[config.mk]
export PLATFORM = sky130hd
export DESIGN_NAME = eth_rx_fcs_check
export DESIGN_NICKNAME = d
export VERILOG_FILES = /design/src/rtl/eth_rx_fcs_check.sv
export SDC_FILE = /design/constraint.sdc
export NUM_CORES = 1
export LEC_CHECK = 0
export CAP_MARGIN = 20
export CORE_MARGIN = 5
export CORE_UTILIZATION = 58
export CTS_CLUSTER_SIZE = 14
export DETAILED_ROUTE_END_ITERATION = 8
export PLACE_DENSITY = 0.8
export SYNTH_ARGS = -nofsm -noshare
export SYNTH_HDL_FRONTEND = slang
export SYNTH_SLANG_ARGS = --single-unit
[constraint.sdc]
create_clock -name clk -period 2.7 [get_ports clk]
set_input_delay 0.54 -clock clk [delete_from_list [all_inputs] [get_ports clk]]
set_output_delay 0.54 -clock clk [all_outputs]
set_load 0.05 [all_outputs]
[src/rtl/eth_rx_fcs_check.sv]
// GMII receive front end: strips preamble/SFD, checks the CRC-32 residue and frame length,
// forwards the payload without its FCS and reports per-frame status with good/bad counters.
module eth_rx_fcs_check #(
  parameter int          MIN_LEN     = 64,
  parameter int          MAX_LEN     = 1518,
  parameter logic [31:0] CRC_RESIDUE = 32'hC704DD7B
) (
  input  logic        clk,
  input  logic        rst_n,
  input  logic        rx_dv,
  input  logic        rx_er,
  input  logic [7:0]  rx_data,
  output logic        out_valid,
  output logic [7:0]  out_data,
  output logic        out_sof,
  output logic        out_eof,
  output logic        frame_ok,
  output logic        frame_err,
  output logic        err_crc,
  output logic        err_len,
  output logic        err_phy,
  output logic [15:0] good_cnt,
  output logic [15:0] bad_cnt
);

  typedef enum logic [2:0] {
    S_IDLE = 3'd0,
    S_PRE  = 3'd1,
    S_DATA = 3'd2,
    S_END  = 3'd3,
    S_DROP = 3'd4
  } state_t;

  localparam logic [15:0] MIN_L = 16'(MIN_LEN);
  localparam logic [15:0] MAX_L = 16'(MAX_LEN);

  // Serial MSB-first CRC-32 step fed with the byte's bit 0 first (bit-reversed byte).
  function automatic logic [31:0] crc32_step(input logic [31:0] crc, input logic [7:0] d);
    logic [31:0] c;
    c = crc;
    for (int i = 0; i < 8; i++) begin
      if (c[31] ^ d[i]) begin
        c = {c[30:0], 1'b0} ^ 32'h04C1_1DB7;
      end else begin
        c = {c[30:0], 1'b0};
      end
    end
    return c;
  endfunction

  state_t          r_state;
  state_t          w_next;
  logic [31:0]     r_crc;
  logic [15:0]     r_cnt;
  logic            r_phy;
  logic [4:0][7:0] r_dly;

  logic        w_sfd;
  logic        w_byte;
  logic        w_last;
  logic        w_hold;
  logic        w_crc_bad;
  logic        w_len_bad;
  logic        w_bad;
  logic [31:0] w_crc_next;

  // State register.
  always_ff @(posedge clk or negedge rst_n) begin
    if (!rst_n) begin
      r_state <= S_IDLE;
    end else begin
      r_state <= w_next;
    end
  end

  // Next-state logic.
  always_comb begin
    w_next = r_state;
    case (r_state)
      S_IDLE: begin
        if (rx_dv) w_next = S_PRE;
        else       w_next = S_IDLE;
      end
      S_PRE: begin
        if (!rx_dv)                 w_next = S_IDLE;
        else if (rx_data == 8'h55) w_next = S_PRE;
        else if (rx_data == 8'hD5) w_next = S_DATA;
        else                        w_next = S_DROP;
      end
      S_DATA: begin
        if (!rx_dv) w_next = S_END;
        else        w_next = S_DATA;
      end
      S_END:  w_next = S_IDLE;
      S_DROP: begin
        if (!rx_dv) w_next = S_IDLE;
        else        w_next = S_DROP;
      end
      default: w_next = S_IDLE;
    endcase
  end

  // Per-cycle decode and the end-of-frame verdict.
  always_comb begin
    w_sfd      = (r_state == S_PRE) && rx_dv && (rx_data == 8'hD5);
    w_byte     = (r_state == S_DATA) && rx_dv;
    w_last     = (r_state == S_DATA) && !rx_dv;
    w_hold     = (r_cnt >= 16'd5);
    w_crc_next = crc32_step(r_crc, rx_data);
    w_crc_bad  = (r_crc != CRC_RESIDUE);
    w_len_bad  = (r_cnt < 16'd5) || (r_cnt < MIN_L) || (r_cnt > MAX_L);
    w_bad      = w_crc_bad || w_len_bad || r_phy;
  end

  // Datapath: CRC, byte count, FCS-stripping delay line, registered outputs and counters.
  always_ff @(posedge clk or negedge rst_n) begin
    if (!rst_n) begin
      r_crc     <= 32'hFFFF_FFFF;
      r_cnt     <= 16'd0;
      r_phy     <= 1'b0;
      r_dly     <= '0;
      out_valid <= 1'b0;
      out_data  <= 8'd0;
      out_sof   <= 1'b0;
      out_eof   <= 1'b0;
      frame_ok  <= 1'b0;
      frame_err <= 1'b0;
      err_crc   <= 1'b0;
      err_len   <= 1'b0;
      err_phy   <= 1'b0;
      good_cnt  <= 16'd0;
      bad_cnt   <= 16'd0;
    end else begin
      out_valid <= 1'b0;
      out_data  <= 8'd0;
      out_sof   <= 1'b0;
      out_eof   <= 1'b0;
      frame_ok  <= 1'b0;
      frame_err <= 1'b0;
      err_crc   <= 1'b0;
      err_len   <= 1'b0;
      err_phy   <= 1'b0;
      if (w_sfd) begin
        r_crc <= 32'hFFFF_FFFF;
        r_cnt <= 16'd0;
        r_phy <= 1'b0;
      end else if (w_byte) begin
        r_crc <= w_crc_next;
        if (r_cnt != 16'hFFFF) r_cnt <= r_cnt + 16'd1;
        if (rx_er) r_phy <= 1'b1;
        r_dly <= {r_dly[3:0], rx_data};
        // The oldest entry leaves the line only once five newer bytes sit behind it.
        if (w_hold) begin
          out_valid <= 1'b1;
          out_data  <= r_dly[4];
          out_sof   <= (r_cnt == 16'd5);
        end
      end else if (w_last) begin
        if (w_hold) begin
          out_valid <= 1'b1;
          out_data  <= r_dly[4];
          out_sof   <= (r_cnt == 16'd5);
          out_eof   <= 1'b1;
        end
        if (w_bad) begin
          frame_err <= 1'b1;
          err_crc   <= w_crc_bad;
          err_len   <= w_len_bad;
          err_phy   <= r_phy;
          bad_cnt   <= bad_cnt + 16'd1;
        end else begin
          frame_ok  <= 1'b1;
          good_cnt  <= good_cnt + 16'd1;
        end
      end
    end
  end

endmodule

==> results of run 1 <==
-- registers in the layout (all words and copies together) (netlist names) --
register / cells
bad_cnt: 16
r_cnt: 16
good_cnt: 16
out_valid: 1
frame_err: 1
r_phy: 1
err_phy: 1
out_sof: 1
r_state: 3
err_crc: 1
out_eof: 1
err_len: 1
out_data: 8
r_dly: 40
frame_ok: 1
r_crc: 32
-- cells in the final DEF (no fill, tap or decap), types with 17 or more instances in the layout --
master,instances
a21oi_1,33
buf_4,25
clkbuf_16,17
clkdlybuf4s50_1,58
dfrtp_1,108
dfstp_2,32
nand2_1,142
nand3_1,19
nor2_1,26
nor3_1,28
xnor2_1,47
xor2_1,58
-- power by group through the flow --
stage	logic (uW)	registers (uW)	clock network [uW]
after detailed placement	2370	2850	0
after floorplan	1680	2850	0
final	2390	2840	2710
after global routing	2600	2870	2840
after CTS	2400	2830	2740
after global placement	2330	2840	0
-- metal layers --
| metal | GRT usage (%) | vias up |
|---|---|---|
| li1 | - | 2346 |
| met1 | 29.6 | 2384 |
| met2 | 37.5 | 179 |
| met3 | 5.60 | 20 |
| met4 | 9.17 | 0 |
| met5 | 0 | - |
-- worst max path at each step --
stage / start / endpoint / slack [ps] / cells after the start
after global placement: rx_data[1] / r_crc[26] / 110 / 7
after CTS: r_crc[6] / good_cnt[10] / 90 / 7
after global routing: r_crc[6] / good_cnt[10] / 3 / 7
final: r_crc[5] / good_cnt[10] / 80 / 7
after floorplan: r_crc[6] / good_cnt[8] / 630 / 7
after detailed placement: rx_data[1] / r_crc[4] / 50 / 7
-- final cells by class --
type	count	area share, %
Timing Repair Buffer	86	10.1
Inverter	10	0.457
Sequential cell	140	43.2
Clock inverter	13	2.99
Multi-Input combinational cell	473	35.7
Clock buffer	19	5.40
Tap cell	143	2.18
-- critical path: cells and delay by family (launching register included) --
family | cells | cell delay [ps]
compound gates | 1 | 500
xor+xnor | 1 | 180
buf+inv | 1 | 220
flops | 1 | 560
simple gates | 4 | 1070
-- through the flow --
stage               instances  hold slack, ps  setup slack, ps
floorplan                 650             244              631
global placement          851             447              115
detailed placement        851             449             47.4
CTS                       883             144             92.9
global route              884             164             3.49
finish                    884             124             84.3
-- cells by family (layout without fill, tap and decap cells) --
kind of cell | after synthesis | in the layout | share of synthesized area (%)
XOR/XNOR | 112 | 112 | 15.6
adder cells (fa/ha/maj) | 5 | 5 | 0.947
flip-flops | 140 | 140 | 53.6
AND/OR/NAND/NOR | 296 | 296 | 22.0
buffers and inverters | 37 | 128 | 2.29
multiplexers | 3 | 3 | 0.492
AO/OA/AOI/OAI | 57 | 57 | 5.00
-- repair_timing --
item,4_1_cts,5_1_grt
endpoints found under the setup margin,0,2
gates resized for setup,0,1
hold buffers,0,0
buffers inserted,0,1
==> results.toml, run 1 <==
[clocking]
cts_root_buffer = "clkbuf_16"
clockBufferDepth = 2
htreeDepth = 4
clock_sinks = 140
path_clk_slew_ps = 60
clkLatencyLatePin_ps = 420
cts_tree = "done"
cts_buffers = 17

[power]
p_seq_share_pct = 35.7
max-vdd-ir-drop_mv = 0.764
power.net_switching_uw = 2440
power_leakage_uw = 0.00373
powerDensity_mw_per_mm2 = 967
power_uw = 7930
sw_frac_of_total_pct = 30.7
p_clk_share_pct = 34.1
internal-power_uw = 5500
comb_power_share_pct = 30.2

[sta]
slew_headroom_pct = 42.7
finalCritPeriodShare_pct = 96.9
rsz0062_at_grt = "false"
fin_skew_ps = 9.22
period_needed_ps = 2620
tightest_slew_ps = 853
slew_viol_final = 0
setup_viol = 0
fmax_mhz = 382
final_hold_viol_count = 0
fin_setup_tns_ps = 0

[synth]
syn_nets = 667
synth-seq-area-share_pct = 53.6
synth_commonest_cells = "nand2_1, dfrtp_1, xor2_1, xnor2_1, a21oi_1"
synth_seq_cells = 140
async_reset_ff_share_pct = 100
synth_ff_type = "dfrtp_1"
synth_edf_count = 0
yosysTopAreaCellShare_pct = 40.9
yosys-top-cells-area = "dfrtp_1, dfstp_2, nand2_1"
syn_area_sq_mm = 0.00661
yosysMostFrequentCell = "nand2_1"
synthCells = 650
syn_avg_cell_area_sq_um = 10.2
yosysWarnings = 0
synth_top_area_cell = "dfrtp_1"
ys_types = 50

[drt]
via_per_inst = 5.58
met3WireLength_um = 871
wl_met1_mm = 6.25
wl_per_cell_um = 16.6
wl_met2_mm = 7.30
drt_pass1_iterations = 5
routed_wl_mm = 14.7
drc_errors = 0
postRouteAntennaNets = 0
vias = 4929
drt-initial-drc-count = 432
top_layer_used = "met4"

[critical_path]
r2r_setup_slack_ps = 80
rr_worst_depth = 7
rr_startpoint = "r_crc[5]"
cp-start-kind = "flop"
slowest_stage = "dfstp_2"
critPathKind = "flop to flop"
regToRegEndpoint = "good_cnt[10]"
required_ps = 3040
cp_max_fo = 14
crit_path_end_kind = "flop"
crit_arrival_ps = 2960
crit_chain = "nand4b_1 -> nor4_1 -> nand4_1 -> a2111o_1 -> buf_4 -> nor3_1 -> xor2_1"
slowest_delay_ps = 560

[global_route]
grt_pass1_vias = 4993
grt_pass1_wl_mm = 24.4
grt_max_degree = 63
grt_usage_pct = 23.0
antenna_found_initial = 0
grt.overflow.total = 0

[floorplanning]
die_area_sq_mm = 0.0136
die_h_um = 117
start_util_pct = 58.6
row_count = 39
core_sq_mm = 0.0113
ios = 60
die_w_um = 117

[layout]
fill_cells = 779
ff_latch_area_sq_mm = 0.00354
fin_util_pct = 72.8
nets = 745
multiInputGateArea_sq_mm = 0.00293
num_antenna_cells = 0
final_layout_size_suffix_gt1_share_pct = 15.1
area_delta_synth_final_pct = 24.2
fin_area_sq_mm = 0.00821

[status]
outcome = "finished, final reports clean"

[place]
dpl.hpwl_mm = 9.83
port_buffers = 59
place_congestion = 0.876
dpl_cell_area_sq_mm = 0.00751

[hold_path]
hp-class = "input pin to async pin"

[flow_run]
maxCapViolations = 0
Power figures use the tool's default switching activity.
==> inputs of run 2 (changes only) <==
Settings changed: ABC_CLOCK_PERIOD_IN_PS from default to 2700.
==> results of run 2 <==
No change in the layout: final DEF, timing and power equal those of run 1.
==> inputs of run 3 (changes only) <==
--- a/constraint.sdc
+++ b/constraint.sdc
@@ -3,2 +3,2 @@
 set_output_delay 0.54 -clock clk [all_outputs]
-set_load 0.05 [all_outputs]
+set_load 0.1 [all_outputs]
==> run 3 against run 2 <==
First-iteration DRC count increased by 13%; clock power decreased by 15%; via count increased by 1.1%; sequential share of layout area increased by 1.2 points; critical path depth unchanged; worst setup slack improved by 31 ps; final cell count increased by 0.34%; critical path type unchanged; largest cell class unchanged.
==> results.toml, run 3 (same netlist as run 1, synthesis figures left out) <==
[place]
place_congestion = 0.882
port_buffers = 59
dp_slack_ps = 31.1
dpl.hpwl_mm = 10.0

[global_route]
grt_pass1_vias = 4843
antenna_found_initial = 0
grt_usage_pct = 22.5
grt.overflow.total = 0
grt_max_degree = 55
grt_pass1_wl_mm = 24.0

[sta]
slew_headroom_pct = 45.6
tightest_slew_ps = 811
fin_setup_tns_ps = 0
rsz0062_at_grt = "false"
fmax_mhz = 387
slew_viol_final = 0
final_hold_viol_count = 0
period_needed_ps = 2580
timing.final.ws_setup_ps = 115
fin_skew_ps = 5.55
setup_viol = 0
finalCritPeriodShare_pct = 95.7

[drt]
routed_wl_mm = 14.5
drc_errors = 0
drt-initial-drc-count = 487
vias = 4981
wl_per_cell_um = 16.4
via_per_inst = 5.62
postRouteAntennaNets = 0
drt_pass1_iterations = 5

[layout]
largest-register = "r_dly"
largest_register_ffs = 40
area_delta_synth_final_pct = 21.0
multiInputGateArea_sq_mm = 0.00293
ff_latch_area_sq_mm = 0.00354
reg.largest.list = "r_dly x40, r_crc x32"
fill_cells = 834
nets = 748
final_common_cell = "nand2_1"
final_layout_size_suffix_gt1_share_pct = 21.9
num_antenna_cells = 0
layout_common_cells = "nand2_1, dfrtp_1, buf_4, xor2_1, xnor2_1"

[floorplanning]
row_count = 39
die_area_sq_mm = 0.0136
core_sq_mm = 0.0113
ios = 60
die_w_um = 117
start_util_pct = 58.6
die_h_um = 117

[clocking]
htreeDepth = 4
cts_buffers = 17
clock_sinks = 140
cts_tree = "done"
hold_buffers = 0
clkLatencyLatePin_ps = 420
clockBufferDepth = 2
cts_root_buffer = "clkbuf_16"
path_clk_slew_ps = 60

[critical_path]
cp_max_fo = 14
rr_worst_depth = 7
crit_arrival_ps = 2920
r2r_setup_slack_ps = 120
endpoint = "good_cnt[10]"
rr_startpoint = "r_crc[12]"
slowest_stage = "dfstp_2"
critPathKind = "flop to flop"
slowest_delay_ps = 560
regToRegEndpoint = "good_cnt[10]"
required_ps = 3040
crit_chain = "nand4bb_1 -> nor4_2 -> nand4_1 -> a2111o_1 -> buf_4 -> nor3_1 -> xor2_1"
cp-startpoint = "r_crc[12]"
crit_path_end_kind = "flop"
cp-start-kind = "flop"

[power]
power_leakage_uw = 0.00375
powerDensity_mw_per_mm2 = 956
max-vdd-ir-drop_mv = 0.784

[status]
outcome = "finished, final reports clean"

[hold_path]
hp-class = "input pin to async pin"

[flow_run]
maxCapViolations = 0
## run 3: power by group
part,internal (uW),total [uW],switching [uW]
Combinational,1140,2520,1380
Clock,1390,2290,902
Sequential,2520,2830,314
Total,5050,7640,2600
## run 3: worst max-delay path, delay by kind of cell, from the launching register on
kind	cells	cell delay, ps
buffers and inverters	1	220
AO/OA/AOI/OAI	1	500
AND/OR/NAND/NOR	4	1030
XOR/XNOR	1	190
flip-flops	1	560
## run 3: timing repair
action,CTS,global route
setup buffers,1,0
endpoints found under the setup margin,1,3
resized for setup,0,1
pin swaps,1,0
## run 3: cell type report
class                   instances  area share [%]
clock buffers                  19            5.54
clock inverters                13            1.77
inverters                      10           0.470
multi-input cells             473            36.7
flip-flops and latches        140            44.3
well taps                     143            2.24
repair buffers                 89            8.98
## run 3: metal layers
layer	track usage [%]	up-vias	routed length (um)
met5	0	-	0
met4	8.64	0	248
met3	4.61	22	814
met2	36.7	129	7180
met1	29.7	2477	6270
li1	-	2353	-
## run 3: worst min-delay path by stage
stage,endpoint,slack (ps),start
2_1_floorplan,bad_cnt[0],240,rst_n
3_3_place_gp,r_dly[38],450,r_dly[30]
3_5_place_dp,r_dly[19],450,r_dly[11]
4_1_cts,r_cnt[3],150,rst_n
5_1_grt,r_cnt[1],190,rst_n
6_report,r_cnt[1],140,rst_n
## run 3: per-stage QoR
stage               cell area, sq um  total power, uW  hold slack [ps]  utilization, %  std cells
global route                    7990             8020              187            70.9        887
finish                          7990             7640              141            70.9        887
floorplan                       6610             4640              244               -        650
global placement                7400             5300              448            65.6        854
detailed placement              7400             5360              448            65.6        854
CTS                             7990             7680              151            70.9        887
==> edit: new RTL, config.mk and constraints of run 2 <==
The 5 states of `state_t` get a one-hot encoding in 5 bits.
--- a/src/rtl/eth_rx_fcs_check.sv
+++ b/src/rtl/eth_rx_fcs_check.sv
@@ -23,12 +23,12 @@
   output logic [15:0] bad_cnt
 );
 
-  typedef enum logic [2:0] {
-    S_IDLE = 3'd0,
-    S_PRE  = 3'd1,
-    S_DATA = 3'd2,
-    S_END  = 3'd3,
-    S_DROP = 3'd4
+  typedef enum logic [4:0] {
+    S_IDLE = 5'b00001,
+    S_PRE  = 5'b00010,
+    S_DATA = 5'b00100,
+    S_END  = 5'b01000,
+    S_DROP = 5'b10000
   } state_t;
 
   localparam logic [15:0] MIN_L = 16'(MIN_LEN);
Behaviour: no difference found for any inputs over 4 cycles, from zero or initial values and one cycle with rst_n low; so few cycles prove little.
==> edit against run 2 <==
Cell area grew 1.5%; die area up 2.6%; sequential cell count rose by 2; routed wire length up 3.0%; count of clock-buffer cells in the layout is the same; area after synthesis grew 2.9%; fmax increased by 7.7%; via count up 3.1%; setup slack better by 0.19 ns; largest cell class unchanged.
Power is not compared: it rests on default switching activity, and its combinational part moved more than twofold at a synthesized area within 25%.
==> edit: results (changes against run 2) <==
[status]
outcome=completed

[power_and_ir_drop]
power_uw=5398

[cells_and_area]
drive_gt1_frac=0.1455  ; -0.005669
nets=768  ; +3.1%
antennaDiodeCount=0  ; unchanged

[timing]
max_slew_margin=0.5297  ; +0.1026
skew_ns=0.008016  ; -0.001204 ns

[grt]
grt.met2_usage=0.3695  ; -0.005877
grt_first_pass_wirelength_mm=25.72  ; +5.4%
met3_usage=0.05683  ; +0.0008705
grt_pass1_vias=5175  ; +3.6%
met1_usage=0.2933  ; -0.002664
grtUsageTotal=0.2254  ; -0.004415
grt_max_degree=74  ; +17%

[critical_path]
r2r_cells=6  ; -1
rr_endpoint=bad_cnt[1]
rrSetupSlack_ns=0.27  ; +0.19 ns
worst-endpoint-arrival_ns=2.74  ; -0.22 ns

[detailed_routing]
routed-wl-met2_mm=7.494  ; +2.6%
wire_per_inst_um=16.67  ; +0.52%
drtIter0Drc=429  ; -0.69%
wl_met1_mm=6.495  ; +4.0%
route.met3.wl_um=852  ; -2.2%
vias=5082  ; +3.1%
drtPass1Iterations=5  ; unchanged

[synth]
synthFlopType=dfrtp_1
synth_cell_types=52  ; +4.0%
synth_nets=689  ; +3.3%
yosysSeqAreaShare=0.5288  ; -0.007355
synth_common_cells=nand2_1 (156), dfrtp_1 (109), xnor2_1 (55)
ys_top_cells_by_area=dfrtp_1 (40%), dfstp_2 (13%), nand2_1 (8.6%)

[placed_design]
gp_congestion=0.9312  ; +6.3%
hpwlAfterDp_mm=10.32  ; +5.0%

[clock_tree]
postCtsSetupBuffers=0  ; unchanged

## edit: cell count changes in the layout (fill, tap and decap cells not counted), moves of 6 or more
cell	change
a21oi_1	-9
nand2_1	+14
xor2_1	-12
nor2_1	+16
o211ai_1	+7
nand3_1	+6
xnor2_1	+8
## edit: cells by family (layout without fill, tap and decap cells)
kind of cell | Yosys count | after routing | synth area share
adders and majority gates | 5 | 5 | 0.009203
AOI/OAI and AO/OA | 53 | 53 | 0.05007
and+or+nand+nor | 323 | 323 | 0.2260
buffers and inverters | 36 | 127 | 0.02522
DFF | 142 | 142 | 0.5288
xor gates and xnor gates | 110 | 110 | 0.1559
muxes | 3 | 3 | 0.004785
## edit: final cells by class
| class | instances | area, µm² |
|---|---|---|
| clock buffers | 19 | 452.9 |
| clock inverters | 12 | 183.9 |
| fillers | 803 | 3136 |
| inverters | 10 | 37.54 |
| multi-input cells | 494 | 3039 |
| flip-flops and latches | 142 | 3595 |
| well taps | 143 | 178.9 |
| repair buffers | 86 | 844.6 |
## edit: how the worst max path moves through the flow
stage,endpoint,slack (ns)
6_report,bad_cnt[1],0.27
5_1_grt,good_cnt[4],0.12
4_1_cts,good_cnt[1],0.26
3_5_place_dp,r_crc[12],0.13
3_3_place_gp,r_crc[12],0.15
2_1_floorplan,bad_cnt[1],0.58
## edit: metrics by stage
step                instance area [µm²]  instances  setup slack [ns]  hold WS [ns]  utilization
detailed placement                 7695        875            0.1325        0.4521       0.6710
global placement                   7695        875            0.1488        0.4490       0.6710
CTS                                8332        906            0.2608        0.1546       0.7266
global route                       8332        906            0.1182        0.1867       0.7266
finish                             8332        906            0.2712        0.1310       0.7266
floorplan                          6798        672            0.5791        0.2444            -
